<file path="src/rtl/decode_queue.sv">
// RV32I decode stage feeding an in-order DEPTH-entry queue with valid/ready on both sides.
// Optional macro DECODE_IMM_EN: when defined, the immediate is decoded and stored; otherwise o_imm is 0.
module decode_queue #(
  parameter int TAG_W = 4,
  parameter int DEPTH = 4
) (
  input  logic             i_clk,
  input  logic             i_rstn,
  input  logic             i_valid,
  output logic             o_ready,
  input  logic [31:0]      i_instr,
  input  logic [31:0]      i_next_pc,
  input  logic [TAG_W-1:0] i_tag,
  input  logic             i_flush,
  output logic             o_valid,
  input  logic             i_ready,
  output logic [4:0]       o_rs1,
  output logic [4:0]       o_rs2,
  output logic [4:0]       o_rd,
  output logic [31:0]      o_instr,
  output logic [31:0]      o_next_pc,
  output logic [2:0]       o_instr_format,
  output logic [2:0]       o_alu_sel,
  output logic [2:0]       o_instr_type,
  output logic [31:0]      o_imm,
  output logic             o_illegal,
  output logic [TAG_W-1:0] o_tag,
  output logic [$clog2(DEPTH):0] o_count
);

  localparam int PW = $clog2(DEPTH);
  localparam int CW = PW + 1;

  localparam logic [2:0] FMT_I = 3'd0, FMT_S = 3'd1, FMT_B = 3'd2,
                         FMT_U = 3'd3, FMT_J = 3'd4, FMT_R = 3'd5;
  localparam logic [2:0] ALU_ADDER = 3'd0, ALU_LOGICAL = 3'd1, ALU_SHIFTER = 3'd2,
                         ALU_BRANCH = 3'd3, ALU_MEMORY = 3'd4, ALU_BYPASS = 3'd5;

  localparam logic [6:0] OPC_LUI    = 7'b0110111, OPC_AUIPC = 7'b0010111,
                         OPC_JAL    = 7'b1101111, OPC_JALR  = 7'b1100111,
                         OPC_BRANCH = 7'b1100011, OPC_LOAD  = 7'b0000011,
                         OPC_STORE  = 7'b0100011, OPC_OPIMM = 7'b0010011,
                         OPC_OP     = 7'b0110011;

  typedef struct packed {
    logic [31:0]      instr;
    logic [31:0]      next_pc;
    logic [2:0]       fmt;
    logic [2:0]       alu;
    logic [2:0]       typ;
    logic             illegal;
    logic [TAG_W-1:0] tag;
`ifdef DECODE_IMM_EN
    logic [31:0]      imm;
`endif
  } entry_t;

  logic [6:0] opcode;
  logic [2:0] funct3;
  logic [6:0] funct7;
  logic [2:0] fmt_d;
  logic [2:0] alu_sel_d;
  logic [2:0] instr_type_d;
  logic       illegal_d;

  assign opcode = i_instr[6:0];
  assign funct3 = i_instr[14:12];
  assign funct7 = i_instr[31:25];

  always_comb begin
    case (opcode)
      OPC_OPIMM, OPC_JALR, OPC_LOAD: fmt_d = FMT_I;
      OPC_STORE:                     fmt_d = FMT_S;
      OPC_BRANCH:                    fmt_d = FMT_B;
      OPC_LUI, OPC_AUIPC:            fmt_d = FMT_U;
      OPC_JAL:                       fmt_d = FMT_J;
      default:                       fmt_d = FMT_R;
    endcase
  end

  // Illegal encodings only raise the flag; unit/op stay at BYPASS/OP0.
  always_comb begin
    alu_sel_d    = ALU_BYPASS;
    instr_type_d = 3'd0;
    illegal_d    = 1'b0;
    if (i_instr != 32'h0000_0000 && i_instr != 32'h0000_0013) begin
      case (opcode)
        OPC_LUI:   {alu_sel_d, instr_type_d} = {ALU_BYPASS, 3'd1};
        OPC_AUIPC: {alu_sel_d, instr_type_d} = {ALU_ADDER, 3'd0};
        OPC_JAL:   {alu_sel_d, instr_type_d} = {ALU_BRANCH, 3'd6};
        OPC_JALR:
          if (funct3 == 3'b000) {alu_sel_d, instr_type_d} = {ALU_BRANCH, 3'd7};
          else illegal_d = 1'b1;
        OPC_BRANCH:
          case (funct3)
            3'b000:  {alu_sel_d, instr_type_d} = {ALU_BRANCH, 3'd0};
            3'b001:  {alu_sel_d, instr_type_d} = {ALU_BRANCH, 3'd1};
            3'b100:  {alu_sel_d, instr_type_d} = {ALU_BRANCH, 3'd2};
            3'b110:  {alu_sel_d, instr_type_d} = {ALU_BRANCH, 3'd3};
            3'b101:  {alu_sel_d, instr_type_d} = {ALU_BRANCH, 3'd4};
            3'b111:  {alu_sel_d, instr_type_d} = {ALU_BRANCH, 3'd5};
            default: illegal_d = 1'b1;
          endcase
        OPC_LOAD:
          case (funct3)
            3'b000:  {alu_sel_d, instr_type_d} = {ALU_MEMORY, 3'd0};
            3'b100:  {alu_sel_d, instr_type_d} = {ALU_MEMORY, 3'd1};
            3'b001:  {alu_sel_d, instr_type_d} = {ALU_MEMORY, 3'd2};
            3'b101:  {alu_sel_d, instr_type_d} = {ALU_MEMORY, 3'd3};
            3'b010:  {alu_sel_d, instr_type_d} = {ALU_MEMORY, 3'd4};
            default: illegal_d = 1'b1;
          endcase
        OPC_STORE:
          case (funct3)
            3'b010:  {alu_sel_d, instr_type_d} = {ALU_MEMORY, 3'd5};
            3'b001:  {alu_sel_d, instr_type_d} = {ALU_MEMORY, 3'd6};
            3'b000:  {alu_sel_d, instr_type_d} = {ALU_MEMORY, 3'd7};
            default: illegal_d = 1'b1;
          endcase
        OPC_OPIMM:
          case (funct3)
            3'b000: {alu_sel_d, instr_type_d} = {ALU_ADDER, 3'd0};
            3'b010: {alu_sel_d, instr_type_d} = {ALU_ADDER, 3'd3};
            3'b011: {alu_sel_d, instr_type_d} = {ALU_ADDER, 3'd2};
            3'b100: {alu_sel_d, instr_type_d} = {ALU_LOGICAL, 3'd0};
            3'b110: {alu_sel_d, instr_type_d} = {ALU_LOGICAL, 3'd1};
            3'b111: {alu_sel_d, instr_type_d} = {ALU_LOGICAL, 3'd2};
            3'b001:
              if (funct7 == 7'b0000000) {alu_sel_d, instr_type_d} = {ALU_SHIFTER, 3'd0};
              else illegal_d = 1'b1;
            default:
              if (funct7 == 7'b0000000)      {alu_sel_d, instr_type_d} = {ALU_SHIFTER, 3'd1};
              else if (funct7 == 7'b0100000) {alu_sel_d, instr_type_d} = {ALU_SHIFTER, 3'd2};
              else illegal_d = 1'b1;
          endcase
        OPC_OP:
          if (funct7 == 7'b0000000) begin
            case (funct3)
              3'b000:  {alu_sel_d, instr_type_d} = {ALU_ADDER, 3'd0};
              3'b001:  {alu_sel_d, instr_type_d} = {ALU_SHIFTER, 3'd0};
              3'b010:  {alu_sel_d, instr_type_d} = {ALU_ADDER, 3'd3};
              3'b011:  {alu_sel_d, instr_type_d} = {ALU_ADDER, 3'd2};
              3'b100:  {alu_sel_d, instr_type_d} = {ALU_LOGICAL, 3'd0};
              3'b101:  {alu_sel_d, instr_type_d} = {ALU_SHIFTER, 3'd1};
              3'b110:  {alu_sel_d, instr_type_d} = {ALU_LOGICAL, 3'd1};
              default: {alu_sel_d, instr_type_d} = {ALU_LOGICAL, 3'd2};
            endcase
          end else if (funct7 == 7'b0100000 && funct3 == 3'b000) begin
            {alu_sel_d, instr_type_d} = {ALU_ADDER, 3'd1};
          end else if (funct7 == 7'b0100000 && funct3 == 3'b101) begin
            {alu_sel_d, instr_type_d} = {ALU_SHIFTER, 3'd2};
          end else begin
            illegal_d = 1'b1;
          end
        default: illegal_d = 1'b1;
      endcase
    end
  end

`ifdef DECODE_IMM_EN
  logic signed [31:0] imm_d;

  always_comb begin
    case (fmt_d)
      FMT_I:   imm_d = {{20{i_instr[31]}}, i_instr[31:20]};
      FMT_S:   imm_d = {{20{i_instr[31]}}, i_instr[31:25], i_instr[11:7]};
      FMT_B:   imm_d = {{19{i_instr[31]}}, i_instr[31], i_instr[7], i_instr[30:25],
                        i_instr[11:8], 1'b0};
      FMT_U:   imm_d = {i_instr[31:12], 12'h000};
      FMT_J:   imm_d = {{11{i_instr[31]}}, i_instr[31], i_instr[19:12], i_instr[20],
                        i_instr[30:21], 1'b0};
      default: imm_d = '0;
    endcase
  end
`endif

  entry_t         entry_d;
  entry_t         mem_q [DEPTH];
  entry_t         head_e;
  logic [PW-1:0]  head_q, head_d, tail_q, tail_d;
  logic [CW-1:0]  count_q, count_d;
  logic           push, pop;

  always_comb begin
    entry_d.instr   = i_instr;
    entry_d.next_pc = i_next_pc;
    entry_d.fmt     = fmt_d;
    entry_d.alu     = alu_sel_d;
    entry_d.typ     = instr_type_d;
    entry_d.illegal = illegal_d;
    entry_d.tag     = i_tag;
`ifdef DECODE_IMM_EN
    entry_d.imm     = imm_d;
`endif
  end

  assign o_ready = (count_q != CW'(DEPTH));
  assign o_valid = (count_q != '0);
  assign push    = i_valid && o_ready && !i_flush;
  assign pop     = o_valid && i_ready && !i_flush;

  // Pointers wrap naturally because DEPTH is a power of two.
  always_comb begin
    head_d  = head_q;
    tail_d  = tail_q;
    count_d = count_q;
    if (i_flush) begin
      head_d  = '0;
      tail_d  = '0;
      count_d = '0;
    end else begin
      if (push) tail_d = tail_q + PW'(1);
      if (pop)  head_d = head_q + PW'(1);
      case ({push, pop})
        2'b10:   count_d = count_q + CW'(1);
        2'b01:   count_d = count_q - CW'(1);
        default: count_d = count_q;
      endcase
    end
  end

  always_ff @(posedge i_clk) begin
    if (!i_rstn) begin
      head_q  <= '0;
      tail_q  <= '0;
      count_q <= '0;
    end else begin
      head_q  <= head_d;
      tail_q  <= tail_d;
      count_q <= count_d;
    end
  end

  // Storage carries no reset; the empty-gating below hides stale contents.
  always_ff @(posedge i_clk) begin
    if (push) mem_q[tail_q] <= entry_d;
  end

  assign head_e         = mem_q[head_q];
  assign o_instr        = o_valid ? head_e.instr   : '0;
  assign o_next_pc      = o_valid ? head_e.next_pc : '0;
  assign o_instr_format = o_valid ? head_e.fmt     : '0;
  assign o_alu_sel      = o_valid ? head_e.alu     : '0;
  assign o_instr_type   = o_valid ? head_e.typ     : '0;
  assign o_illegal      = o_valid ? head_e.illegal : 1'b0;
  assign o_tag          = o_valid ? head_e.tag     : '0;
  assign o_rd           = o_instr[11:7];
  assign o_rs1          = o_instr[19:15];
  assign o_rs2          = o_instr[24:20];
  assign o_count        = count_q;
`ifdef DECODE_IMM_EN
  assign o_imm          = o_valid ? head_e.imm : '0;
`else
  assign o_imm          = 32'h0;
`endif

endmodule

</file>
<file path="config.mk">
export PLATFORM = sky130hd
export DESIGN_NAME = decode_queue
export DESIGN_NICKNAME = d
export VERILOG_FILES = /design/src/rtl/decode_queue.sv
export SDC_FILE = /design/constraint.sdc
export NUM_CORES = 1
export LEC_CHECK = 0
export ABC_AREA = 1
export ABC_CLOCK_PERIOD_IN_PS = 6300
export BUFFER_PORTS_ARGS = -buffer_cell sky130_fd_sc_hd__buf_2
export CAP_MARGIN = 40
export CORE_ASPECT_RATIO = 1.75
export CORE_MARGIN = 5
export CORE_UTILIZATION = 50
export CTS_CLUSTER_DIAMETER = 60
export DETAILED_ROUTE_END_ITERATION = 8
export PLACE_DENSITY = 0.71
export SLEW_MARGIN = 20
export SYNTH_ARGS = -nofsm -noshare
export SYNTH_HDL_FRONTEND = slang
export SYNTH_SLANG_ARGS = --single-unit
</file>
<file path="constraint.sdc">
create_clock -name i_clk -period 6.3 [get_ports i_clk]
set_clock_uncertainty 0.1 [all_clocks]
set_input_delay 1.26 -clock i_clk [delete_from_list [all_inputs] [get_ports i_clk]]
set_output_delay 1.26 -clock i_clk [all_outputs]
set_load 0.005 [all_outputs]
</file>
==> summary.txt <==
Global route
  • GRT Residual Overflow: 0
  • Total track usage: 19.96%
  • Vias in the first global route: 9,125
  • Global-route wire length before repair: 48,520 um
  • Largest net degree at the start of global routing: 68
  • Antenna violations before repair: 4

Route
  • Drt initial violations: 608
  • Routed WL: ~31,000 um
  • DRC: 0
  • WL per Instance: 17.94 um
  • First-pass DRT Iterations: 5
  • Via count: 9,108
  • WL met3: 1422 um
  • Vias per cell: 5.259
  • Met1 wire length: 11,620 um
  • Final ANT Viol Nets: 0
  • Met2 WL: 17,170 um
  • Top sig layer: met5

Hold path
  • Hold_sp: head_q[1]
  • Hold Crit Class: flip-flop to flip-flop

Timing
  • WHS: 0.3849 ns
  • Final Setup Violations: 0
  • Crit share post-route: 67.47%
  • Slew of the pin with the lowest slew margin: roughly 0.57 ns
  • Max Fclk: 235.3 MHz
  • RSZ-0062 raised after global routing: false
  • Hold Violations, Final: 0
  • Relative max-transition margin: around 62%
  • Tmin final: 4.251 ns
  • Final setup TNS: 0 ns
  • Max-slew violation count: 0
  • Setup WS post-layout: roughly 2.0 ns

CTS
  • Post-CTS Setup Repair Bufs: 0
  • H-Tree Depth: 1
  • Clock buffer count from CTS: 27
  • Max clock buf depth: 3
  • Root Driver: clkbuf_16
  • Hold_buf cts: 0
  • # clock sinks: 321
  • Resize count post-CTS: 0
  • CTS tree: built
  • Clock transition at path regs: 0.07 ns
  • Clock latency on the worst-skew pair: 0.55 ns

Floorplan
  • Die area: 0.03081 mm2
  • Die Y: 228.5 um
  • Die Wd: 134.8 um
  • Rows: 80
  • Core area: 0.02713 mm2
  • Initial cell density of the core: 50.27%
  • IO Pins: 203

Placed design
  • Cell Area, Placed: between 0.01 and 0.015 mm2
  • HPWL Detailed: 19,630 um
  • Inst Count DP: 1,678
  • Pre-CTS WS: between 2 and 3 ns
  • RePlAce Congestion: 0.8682
  • Port bufs: 170

Final layout
  • Layout cells sized above 1: between 15 and 20%
  • Area grow syn2layout: 14.71%
  • NumNets Final: 1,418
  • Fin area: about 0.016 mm2
  • Sequential cell area: roughly 0.0096 mm2
  • Final Util: 57.67%
  • FILL cells: ~2,200
  • Final cell count without fillers: 1,732
  • Multi-input gate area: between 0.003 and 0.004 mm2

Power
  • Leak: 5.872 nW
  • Internal Power: between 3 and 4 mW
  • Switching power: 0.8867 mW
  • Clock share of power: 37.8%
  • Flop pwr share: roughly 57%
  • Gate power share: 5.5%
  • Pwr Total: 4.216 mW
  • Worst vdd ir: roughly 0.23 mV
  • Power Dens Cells: between 200 and 300 mW/mm2
  • Switching part of the total: roughly a fifth

Job
  • Max cap viols: 0

Logic synthesis
  • Synth Area in Simple Gates: a little over an eighth
  • Largest family of logic cells by synthesized area: simple AND/OR/NAND/NOR gates
  • Syn_area_per_cell: about 11 um2
  • Gate Count Post-Synth: 1,198
  • Post-synth top area cell: edfxtp_1
  • Synth Warn #: 0
  • Post-synthesis mux area share: 0%
  • Synthesized cell area: 0.01364 mm2
  • Synth area leaders: edfxtp_1 (69%), nor2_1 (9.6%), o21ai_1 (4.5%)
  • Synth Register Bits: 321
  • Post-synthesis compound-gate area fraction: 9.863%
  • Synth Area in XOR/XNOR: 0%
  • Synth cell types: 31
  • Register area share after synthesis: 70.02%
  • Share of the synthesized area in the top cell type: 68.70%
  • Post-synthesis adder-cell area fraction: 0.6056%

Worst setup path
  • CP required: 4.94 ns
  • Startpoint types: flip-flop
  • CP endpoint kind: output port
  • Worst r2r src: o_count[0]
  • Arrival @ worst endpoint: 2.89 ns
  • CP Class: flip-flop to output port
  • CP max FO: 67

Outcome
  • Status: finished, final reports clean
==> layout by cell type, fill, tap and decap left out, types with 6 or more instances in the layout <==
cell type	count
edfxtp_1	312
o21ai_0	45
clkbuf_16	27
o21ai_1	123
conb_1	32
nor2_2	8
inv_2	10
buf_12	7
inv_1	33
clkinv_1	8
a21oi_1	91
nand2_2	7
buf_16	6
nor2_4	8
buf_2	170
dfxtp_1	7
clkbuf_1	7
nor2_1	343
nand3_1	16
nand2_1	58
==> power by group through the flow <==
stage          sequential, mW  clock, mW  combinational [mW]
3_3_place_gp             2.44          0               0.223
6_report                 2.39       1.59               0.232
5_1_grt                  2.39       1.71               0.259
4_1_cts                  2.39       1.63               0.235
2_1_floorplan            2.44          0               0.131
3_5_place_dp             2.44          0               0.234
==> registers in the layout, summed over array words and instances, names as in the netlist, named ones only <==
name and cells:
mem_q 312, o_count 3, tail_q 2, head_q 2
==> cells in the mapped netlist <==
cell         n
nand2_4      1
clkbuf_1    29
nor2_1     347
buf_1        1
buf_4       58
inv_2       11
o2111ai_1    1
nor3_4       1
dfxtp_1      9
ha_1         5
fa_1         1
buf_2       19
a21oi_1     91
nor2_2       8
nor2_4       4
conb_1       1
nand4_1      5
o31ai_1      1
nand2_2      7
nand2_1     58
a31oi_1      1
o211a_1      1
nor3_1       4
o21ai_2      1
o21ai_1    123
edfxtp_1   312
o211ai_1     1
inv_1       33
o21ai_0     45
nand3_1     16
nand3_2      3
==> kinds of logic (layout without fill, tap and decap cells) <==
family / after synthesis / count (layout)
fa+ha+maj: 6 / 6
simple gates: 454 / 454
compound gates: 265 / 265
other cells: 1 / 35
flops: 321 / 321
buf+inv: 151 / 282
==> worst max-delay path, stage by stage, from the launching register on <==
cell     delay (ns)
dfxtp_4        0.51
inv_4          0.44
buf_16         0.31
buf_4          0.46
o21ai_1        0.13
a21oi_1        0.26
buf_2          0.16
==> layer usage <==
layer	vias to the layer above	global-route usage, %
met2	254	37.64
met5	-	0
met4	2	7.516
met1	4446	22.57
met3	49	2.555
li1	4357	-
==> final cells by class <==
class                           count  area share, %
Antenna cell                        3        0.04799
Clock buffer                       34          4.487
Clock inverter                     16         0.8159
Inverter                           44          1.072
Multi-Input combinational cell    757          21.90
Sequential cell                   321          61.09
Tap cell                          369          2.952
Timing Repair Buffer              188          7.631
==> worst paths after layout <==
path | slack (ns) | endpoint | depth (start not counted)
min | 0.38 | flip-flop | 2
max | 2.05 | o_tag[0] | 6
min reg2reg | 0.38 | flip-flop | 2
max reg2reg | 3.73 | mem_q[0][38] | 6
(Power assumes the default switching activity.)
